<file path="config.mk">
export PLATFORM = sky130hd
export DESIGN_NAME = hazard_ctrl_flat
export DESIGN_NICKNAME = d
export VERILOG_FILES = /design/src/rtl/hazard_ctrl_if.sv /design/src/rtl/hazard_ctrl.sv /design/src/flat_wrapper.sv
export SDC_FILE = /design/constraint.sdc
export NUM_CORES = 1
export LEC_CHECK = 0
export BUFFER_PORTS_ARGS = -buffer_cell sky130_fd_sc_hd__buf_2
export CAP_MARGIN = 20
export CORE_MARGIN = 2
export CORE_UTILIZATION = 42
export DETAILED_ROUTE_END_ITERATION = 8
export SLEW_MARGIN = 20
export SYNTH_ARGS = -nofsm -noshare
export SYNTH_HDL_FRONTEND = slang
export SYNTH_SLANG_ARGS = --single-unit
</file>
<file path="constraint.sdc">
create_clock -name clk -period 3.6 [get_ports clk]
set_clock_uncertainty 0.15 [all_clocks]
set_input_delay 0.72 -clock clk [delete_from_list [all_inputs] [get_ports clk]]
set_output_delay 0.72 -clock clk [all_outputs]
set_load 0.05 [all_outputs]
</file>
<file path="src/rtl/hazard_ctrl_if.sv">
// Decode-stage hazard bus: the D-stage instruction fields and multiply/divide status
// go in, and stall plus the forwarding selects come out.
interface hazard_ctrl_if;
    logic       d_valid;
    logic [4:0] d_rs;
    logic [4:0] d_rt;
    logic [1:0] d_tuse_rs;
    logic [1:0] d_tuse_rt;
    logic [4:0] d_dst;
    logic [1:0] d_tnew;
    logic       d_is_md;
    logic       md_start;
    logic       md_busy;
    logic       stall;
    logic [1:0] fwd_d_rs;
    logic [1:0] fwd_d_rt;
    logic [1:0] fwd_e_rs;
    logic [1:0] fwd_e_rt;

    modport master (
        output d_valid, d_rs, d_rt, d_tuse_rs, d_tuse_rt, d_dst, d_tnew, d_is_md,
        output md_start, md_busy,
        input  stall, fwd_d_rs, fwd_d_rt, fwd_e_rs, fwd_e_rt
    );

    modport slave (
        input  d_valid, d_rs, d_rt, d_tuse_rs, d_tuse_rt, d_dst, d_tnew, d_is_md,
        input  md_start, md_busy,
        output stall, fwd_d_rs, fwd_d_rt, fwd_e_rs, fwd_e_rt
    );
endinterface

</file>
<file path="src/rtl/hazard_ctrl.sv">
// Tuse/Tnew hazard unit for a 5-stage MIPS pipeline, driven by a shadow E/M/W pipeline.
// Optional macro HAZARD_STATS_EN adds a 32-bit stall_cnt output port.
module hazard_ctrl (
    input  logic         clk,
    input  logic         reset,
    hazard_ctrl_if.slave hz
`ifdef HAZARD_STATS_EN
    ,
    output logic [31:0]  stall_cnt
`endif
);

    logic [4:0] e_dst_q, e_dst_d, e_rs_q, e_rs_d, e_rt_q, e_rt_d;
    logic [1:0] e_tnew_q, e_tnew_d;
    logic [4:0] m_dst_q, m_dst_d;
    logic [1:0] m_tnew_q, m_tnew_d;
    logic [4:0] w_dst_q, w_dst_d;
    logic       haz_rs, haz_rt, haz_md;

    function automatic logic src_haz(input logic [4:0] s, input logic [1:0] tuse,
                                     input logic [4:0] ed, input logic [1:0] et,
                                     input logic [4:0] md, input logic [1:0] mt);
        return (s != 5'd0) && (tuse != 2'd3) &&
               (((ed == s) && (et > tuse)) || ((md == s) && (mt > tuse)));
    endfunction

    // E never forwards: its result is not ready before it reaches M with tnew 0.
    function automatic logic [1:0] fwd_sel(input logic [4:0] s, input logic [4:0] md,
                                           input logic [1:0] mt, input logic [4:0] wd);
        if (s == 5'd0)                  return 2'd0;
        if ((md == s) && (mt == 2'd0))  return 2'd1;
        if (wd == s)                    return 2'd2;
        return 2'd0;
    endfunction

    always_comb begin
        haz_rs      = src_haz(hz.d_rs, hz.d_tuse_rs, e_dst_q, e_tnew_q, m_dst_q, m_tnew_q);
        haz_rt      = src_haz(hz.d_rt, hz.d_tuse_rt, e_dst_q, e_tnew_q, m_dst_q, m_tnew_q);
        haz_md      = hz.d_is_md & (hz.md_start | hz.md_busy);
        hz.stall    = hz.d_valid & (haz_rs | haz_rt | haz_md);
        hz.fwd_d_rs = fwd_sel(hz.d_rs, m_dst_q, m_tnew_q, w_dst_q);
        hz.fwd_d_rt = fwd_sel(hz.d_rt, m_dst_q, m_tnew_q, w_dst_q);
        hz.fwd_e_rs = fwd_sel(e_rs_q,  m_dst_q, m_tnew_q, w_dst_q);
        hz.fwd_e_rt = fwd_sel(e_rt_q,  m_dst_q, m_tnew_q, w_dst_q);
    end

    // M and W always advance; only the E slot takes a bubble on a stall.
    always_comb begin
        w_dst_d  = m_dst_q;
        m_dst_d  = e_dst_q;
        m_tnew_d = (e_tnew_q == 2'd0) ? 2'd0 : e_tnew_q - 2'd1;
        e_dst_d  = 5'd0;
        e_tnew_d = 2'd0;
        e_rs_d   = 5'd0;
        e_rt_d   = 5'd0;
        if (hz.d_valid && !hz.stall) begin
            e_dst_d  = hz.d_dst;
            e_tnew_d = hz.d_tnew;
            e_rs_d   = hz.d_rs;
            e_rt_d   = hz.d_rt;
        end
    end

    always_ff @(posedge clk) begin
        if (reset) begin
            e_dst_q  <= 5'd0;
            e_tnew_q <= 2'd0;
            e_rs_q   <= 5'd0;
            e_rt_q   <= 5'd0;
            m_dst_q  <= 5'd0;
            m_tnew_q <= 2'd0;
            w_dst_q  <= 5'd0;
        end else begin
            e_dst_q  <= e_dst_d;
            e_tnew_q <= e_tnew_d;
            e_rs_q   <= e_rs_d;
            e_rt_q   <= e_rt_d;
            m_dst_q  <= m_dst_d;
            m_tnew_q <= m_tnew_d;
            w_dst_q  <= w_dst_d;
        end
    end

`ifdef HAZARD_STATS_EN
    logic [31:0] stall_cnt_q, stall_cnt_d;

    always_comb begin
        stall_cnt_d = stall_cnt_q;
        if (hz.stall) stall_cnt_d = stall_cnt_q + 32'd1;
    end

    always_ff @(posedge clk) begin
        if (reset) stall_cnt_q <= 32'd0;
        else       stall_cnt_q <= stall_cnt_d;
    end

    assign stall_cnt = stall_cnt_q;
`endif

endmodule

</file>
<file path="src/flat_wrapper.sv">
// flat-port wrapper written by rule: the top's interface ports become plain ports
module hazard_ctrl_flat 
  (clk, reset, hz_d_valid, hz_d_rs, hz_d_rt, hz_d_tuse_rs, hz_d_tuse_rt, hz_d_dst, hz_d_tnew, hz_d_is_md, hz_md_start, hz_md_busy, hz_stall, hz_fwd_d_rs, hz_fwd_d_rt, hz_fwd_e_rs, hz_fwd_e_rt);
  hazard_ctrl_if hz_i ();
  input  logic clk;
  input  logic reset;
  input wire logic [$bits(hz_i.d_valid)-1:0] hz_d_valid;
  input wire logic [$bits(hz_i.d_rs)-1:0] hz_d_rs;
  input wire logic [$bits(hz_i.d_rt)-1:0] hz_d_rt;
  input wire logic [$bits(hz_i.d_tuse_rs)-1:0] hz_d_tuse_rs;
  input wire logic [$bits(hz_i.d_tuse_rt)-1:0] hz_d_tuse_rt;
  input wire logic [$bits(hz_i.d_dst)-1:0] hz_d_dst;
  input wire logic [$bits(hz_i.d_tnew)-1:0] hz_d_tnew;
  input wire logic [$bits(hz_i.d_is_md)-1:0] hz_d_is_md;
  input wire logic [$bits(hz_i.md_start)-1:0] hz_md_start;
  input wire logic [$bits(hz_i.md_busy)-1:0] hz_md_busy;
  output wire logic [$bits(hz_i.stall)-1:0] hz_stall;
  output wire logic [$bits(hz_i.fwd_d_rs)-1:0] hz_fwd_d_rs;
  output wire logic [$bits(hz_i.fwd_d_rt)-1:0] hz_fwd_d_rt;
  output wire logic [$bits(hz_i.fwd_e_rs)-1:0] hz_fwd_e_rs;
  output wire logic [$bits(hz_i.fwd_e_rt)-1:0] hz_fwd_e_rt;
  assign hz_i.d_valid = hz_d_valid;
  assign hz_i.d_rs = hz_d_rs;
  assign hz_i.d_rt = hz_d_rt;
  assign hz_i.d_tuse_rs = hz_d_tuse_rs;
  assign hz_i.d_tuse_rt = hz_d_tuse_rt;
  assign hz_i.d_dst = hz_d_dst;
  assign hz_i.d_tnew = hz_d_tnew;
  assign hz_i.d_is_md = hz_d_is_md;
  assign hz_i.md_start = hz_md_start;
  assign hz_i.md_busy = hz_md_busy;
  assign hz_stall = hz_i.stall;
  assign hz_fwd_d_rs = hz_i.fwd_d_rs;
  assign hz_fwd_d_rt = hz_i.fwd_d_rt;
  assign hz_fwd_e_rs = hz_i.fwd_e_rs;
  assign hz_fwd_e_rt = hz_i.fwd_e_rt;
  hazard_ctrl u_core (.clk(clk), .reset(reset), .hz(hz_i));
endmodule
</file>
==> flow_summary.yaml, run 1 <==
sta:
  finalSetupTns_ns: 0
  setup_slack_ns: 0.136
  hold_viol: 0
  finalSetupViolCount: 0
  period_needed_ns: 3.46
  slew_headroom_pct: 38.1
  fmax_ghz: 0.289
  period_share_pct: 96.2
  report.final.slew_viol_count: 0
  rsz0062_at_grt: "false"
  hold_slack_ns: 0.283
  worstMarginPinSlew_ns: 0.925
detailed_routing:
  detail_route.first_pass.iterations: 4
  drtIter0Drc: 73
  wl_per_cell_um: 15.4
  wl_um: 4330
  num_vias: 1461
  via_per_inst: 5.20
  drc_errors: 0
  ant_nets: 0
setup_path:
  crit_path_frequent_cell: "buf_2"
  worstPathRequired_ns: 2.73
  crit_fanout: 2
  max_stage_delay_ns: 0.55
  worstPathCellList: "buf_2 > inv_1 > ha_1 > nand2_1 > nand4_1 > or4_4 > a221oi_4 > o31a_2 > buf_2"
  setup.worst_path.class: "in -> out"
  reg2regPathDepth: 8
  critPathSlowestCell: "or4_4"
  endpoint_kind: "output pin"
  worstSetupStartpointType: "input port"
  arrival_ns: 2.59
clocking:
  htreeDepth: 2
  clk_path_buf_depth: 2
  cts_tree: "built"
  postCtsSetupRepairBufs: 0
  ctsRootBufferMaster: "clkbuf_8"
  clk_latency_ns: 0.28
  clock_sinks: 29
  clk_pin_slew_worst_paths_ns: 0.07
  cts_resized: 0
  postCtsHoldBufs: 0
  cts_inserted_buffers: 5
synth:
  synth-seq-cells: 29
  yosysTopAreaCellShare_pct: 31.2
  syn_area_um2: 1860
  synth_area_leader_cell: "dfxtp_1"
  yosys-top-cells-area: "dfxtp_1, xnor2_1, xor2_1"
  ys_seq_area_share_pct: 31.2
  syn_nets: 233
  synth_area_per_cell_um2: 9.45
  ys_types: 33
  ys_warn_count: 0
  netlist_instances: 197
cells_and_area:
  fillCellCount: 425
  layout_common_cells: "buf_2, xnor2_1, dfxtp_1"
  antenna_cells: 0
  drive_above_1_share_pct: 26.2
  area_growth_syn_to_layout_pct: 15.3
  final_common_cell: "buf_2"
  fin_nets: 264
run:
  cap_viol_max_count: 0
global_routing:
  grt_overflow: 0
  grt_usage_pct: 18.5
  grt_max_degree: 18
  antenna_found_initial: 0
  first_global_vias: 1391
  grt_pass1_wl_um: 7060
floorplan:
  fp.coreArea_um2: 4320
  die_width_um: 70.6
  fp.dieH_um: 70.6
  start_util_pct: 43.1
  num_rows: 24
  pin_count: 36
  die_area_um2: 4980
worst_hold_path:
  hold_depth: 1
  hp-class: "reg -> reg"
place:
  hpwlAfterDp_um: 3260
  gp_congestion: 0.798
  place_ws_ns: 0.144
  port_buffers: 35
pwr:
  p_leak_nw: 0.896
  power_density_nw_per_um2: 361
  ir_drop_mv: 0.194
run_status:
  status: "complete, no violations"
-- final timing paths --
| kind | start | end | slack (ns) |
|---|---|---|---|
| hold / removal | u_core.e_tnew_q[0]$_SDFF_PP0_ | u_core.m_tnew_q[0]$_SDFF_PP0_ | 0.28 |
| setup reg to reg | u_core.e_tnew_q[0]$_SDFF_PP0_ | u_core.e_tnew_q[1]$_SDFF_PP0_ | 1.21 |
| setup / recovery | hz_d_tuse_rt[1] | hz_stall | 0.14 |
| hold reg to reg | u_core.e_tnew_q[0]$_SDFF_PP0_ | u_core.m_tnew_q[0]$_SDFF_PP0_ | 0.28 |
-- flip-flops by register name, summed over array words and instances, names as in the netlist --
name             flops
u_core.w_dst_q       5
u_core.e_rs_q        5
u_core.e_dst_q       5
u_core.m_tnew_q      2
u_core.m_dst_q       5
u_core.e_tnew_q      2
u_core.e_rt_q        5
-- metal layers --
metal | routed length [um] | global-route usage, %
met5 | 0 | 0
met4 | 71 | 7.13
met3 | 124 | 3.42
met2 | 1970 | 29.4
met1 | 2160 | 25.2
-- metrics by stage --
stage / cell area (um2) / power (mW) / std cells / utilization [%]
final: 2150 / 0.775 / 281 / 49.6
after global routing: 2150 / 0.811 / 281 / 49.6
after CTS: 2150 / 0.782 / 281 / 49.6
after detailed placement: 2040 / 0.493 / 273 / 47.3
after global placement: 2040 / 0.491 / 273 / 47.3
after floorplan: 1860 / 0.447 / 197 / -
-- layout make-up --
class	count	area, um2	share of cell area, %
inverter	9	33.8	1.57
tap	52	65.1	3.03
clock buffer	7	96.3	4.49
sequential	29	581	27.1
clock inverter	1	5.00	0.233
timing repair buffer	37	190	8.86
multi-input combinational	146	1170	54.8
-- report_power, final --
part / total, mW / switching, mW / internal, mW
Combinational: 0.142 / 0.0810 / 0.0608
Clock: 0.290 / 0.117 / 0.172
Sequential: 0.344 / 0.0129 / 0.331
Total: 0.775 / 0.211 / 0.564
-- cells by family (layout without fill, tap and decap cells) --
kind of cell               after synthesis  after routing  synth area share (%)
AOI/OAI and AO/OA                       16             16                  6.32
DFF                                     29             29                  31.2
buffers and inverters                   22             54                  5.71
and+or+nand+nor                         73             73                  28.2
xor gates and xnor gates                48             48                  22.6
adders and majority gates                9              9                  6.05
-- Yosys cell counts --
master	instances
or3_1	1
buf_2	4
or4_2	1
buf_8	1
a2111oi_0	1
inv_1	9
or4_1	2
buf_1	1
nand4_1	4
nor2_1	8
o21a_1	2
nand3b_1	1
o21ai_0	2
o31a_2	1
nor4b_1	7
and3_1	1
clkbuf_1	5
nor4_1	5
and4_1	1
nor2b_1	11
nor4b_2	10
buf_4	2
or4_4	2
dfxtp_1	29
nand3_1	4
nand2_1	10
nor3_1	5
ha_1	9
a221oi_4	1
xor2_1	19
a211oi_1	1
a21oi_1	8
xnor2_1	29
-- critical path, delay by kind of cell --
family / cells / cell delay (ns)
buffers and inverters: 3 / 0.42
adder cells (fa/ha/maj): 1 / 0.30
AND/OR/NAND/NOR: 3 / 0.71
AO/OA/AOI/OAI: 2 / 0.43
Power figures use the tool's default switching activity.
==> run 2: changes to the inputs <==
--- a/config.mk
+++ b/config.mk
@@ -8,7 +8,8 @@
 export BUFFER_PORTS_ARGS = -buffer_cell sky130_fd_sc_hd__buf_2
 export CAP_MARGIN = 20
 export CORE_MARGIN = 2
-export CORE_UTILIZATION = 42
+export CORE_UTILIZATION = 40
+export CTS_BUF_LIST = sky130_fd_sc_hd__clkbuf_4 sky130_fd_sc_hd__clkbuf_8
 export DETAILED_ROUTE_END_ITERATION = 8
 export SLEW_MARGIN = 20
 export SYNTH_ARGS = -nofsm -noshare
==> flow_summary.yaml, run 2 (synthesis gave the netlist of run 1 again) <==
setup_path:
  setup.worst_path.class: "in -> out"
  worstPathRequired_ns: 2.73
  endpoint_kind: "output pin"
  arrival_ns: 2.57
  crit_fanout: 2
  reg2regPathDepth: 8
  worstSetupStartpointType: "input port"
clocking:
  clock_sinks: 29
  cts_tree: "built"
  clk_path_buf_depth: 2
  postCtsSetupRepairBufs: 0
  cts_resized: 0
  clk_latency_ns: 0.28
  htreeDepth: 2
  postCtsHoldBufs: 0
  clk_pin_slew_worst_paths_ns: 0.06
  cts_inserted_buffers: 5
  ctsRootBufferMaster: "clkbuf_8"
pwr:
  ir_drop_mv: 0.220
  power_density_nw_per_um2: 362
  p_leak_nw: 0.896
cells_and_area:
  antenna_cells: 0
  drive_above_1_share_pct: 26.2
  area_growth_syn_to_layout_pct: 15.3
  layout_common_cells: "buf_2, xnor2_1, dfxtp_1"
  fin_nets: 264
  final_common_cell: "buf_2"
  instances_no_fill: 281
  fillCellCount: 445
floorplan:
  fp.coreArea_um2: 4410
  start_util_pct: 42.2
  die_width_um: 72.2
  die_area_um2: 5220
  pin_count: 36
  num_rows: 24
  fp.dieH_um: 72.2
global_routing:
  antenna_found_initial: 0
  first_global_vias: 1398
  grt_pass1_wl_um: 6980
  grt_max_degree: 18
  grt_overflow: 0
  grt_usage_pct: 17.8
sta:
  worstMarginPinSlew_ns: 0.897
  rsz0062_at_grt: "false"
  finalSetupTns_ns: 0
  period_share_pct: 95.7
  report.final.slew_viol_count: 0
  finalSetupViolCount: 0
  period_needed_ns: 3.44
  slew_headroom_pct: 40.0
  fmax_ghz: 0.290
  hold_viol: 0
place:
  port_buffers: 35
  hpwlAfterDp_um: 3210
  placed_cells: 273
  gp_congestion: 0.818
detailed_routing:
  drtIter0Drc: 21
  wl_per_cell_um: 14.9
  ant_nets: 0
  via_per_inst: 5.21
  detail_route.first_pass.iterations: 4
  num_vias: 1464
  drc_errors: 0
  wl_um: 4180
run_status:
  status: "complete, no violations"
worst_hold_path:
  hold_depth: 1
  hp-class: "reg -> reg"
run:
  cap_viol_max_count: 0
-- run 2: cell counts in the layout (fill, tap and decap cells not counted) --
Identical to the previous run, type by type.
-- run 2: critical path, stage by stage --
cell and delay [ns]:
buf_2 0.11, inv_1 0.06, ha_1 0.30, nand2_1 0.08, nand4_1 0.09, or4_4 0.55, a221oi_4 0.27, o31a_2 0.15
buf_2 0.25
-- run 2: final cells by class --
class	count	area (um2)	share of cell area (%)
Inverter	9	33.8	1.57
Timing Repair Buffer	37	190	8.86
Multi-Input combinational cell	146	1170	54.8
Clock buffer	7	96.3	4.49
Clock inverter	1	5.00	0.233
Sequential cell	29	581	27.1
Tap cell	52	65.1	3.03
-- run 2: per-stage QoR --
step	setup WS (ns)	total power [mW]	hold WS (ns)	utilization (%)	instance area (um2)
final	0.156	0.776	0.274	48.6	2150
after global placement	0.154	0.491	0.260	46.3	2040
after detailed placement	0.155	0.492	0.260	46.3	2040
after floorplan	0.218	0.447	0.250	-	1860
after global routing	0.0298	0.816	0.331	48.6	2150
after CTS	0.149	0.784	0.269	48.6	2150
-- run 2: final timing paths --
check | from | end | slack [ns]
setup reg to reg | u_core.e_tnew_q[0]$_SDFF_PP0_ | u_core.e_dst_q[2]$_SDFF_PP0_ | 1.24
setup / recovery | hz_d_tuse_rt[1] | hz_stall | 0.16
hold / removal | u_core.e_tnew_q[0]$_SDFF_PP0_ | u_core.m_tnew_q[0]$_SDFF_PP0_ | 0.27
hold reg to reg | u_core.e_tnew_q[0]$_SDFF_PP0_ | u_core.m_tnew_q[0]$_SDFF_PP0_ | 0.27
-- run 2: power by group --
part / switching (mW) / internal, mW / total [mW]
Sequential: 0.0131 / 0.331 / 0.344
Combinational: 0.0793 / 0.0607 / 0.140
Clock: 0.120 / 0.172 / 0.292
-- run 2: layer usage --
metal	track usage (%)	up-vias	part of all wire (%)
met3	3.89	6	4.8
met5	0	-	0
met1	26.1	684	52
met2	25.8	30	42
met4	5.66	0	1.4
li1	-	744	-
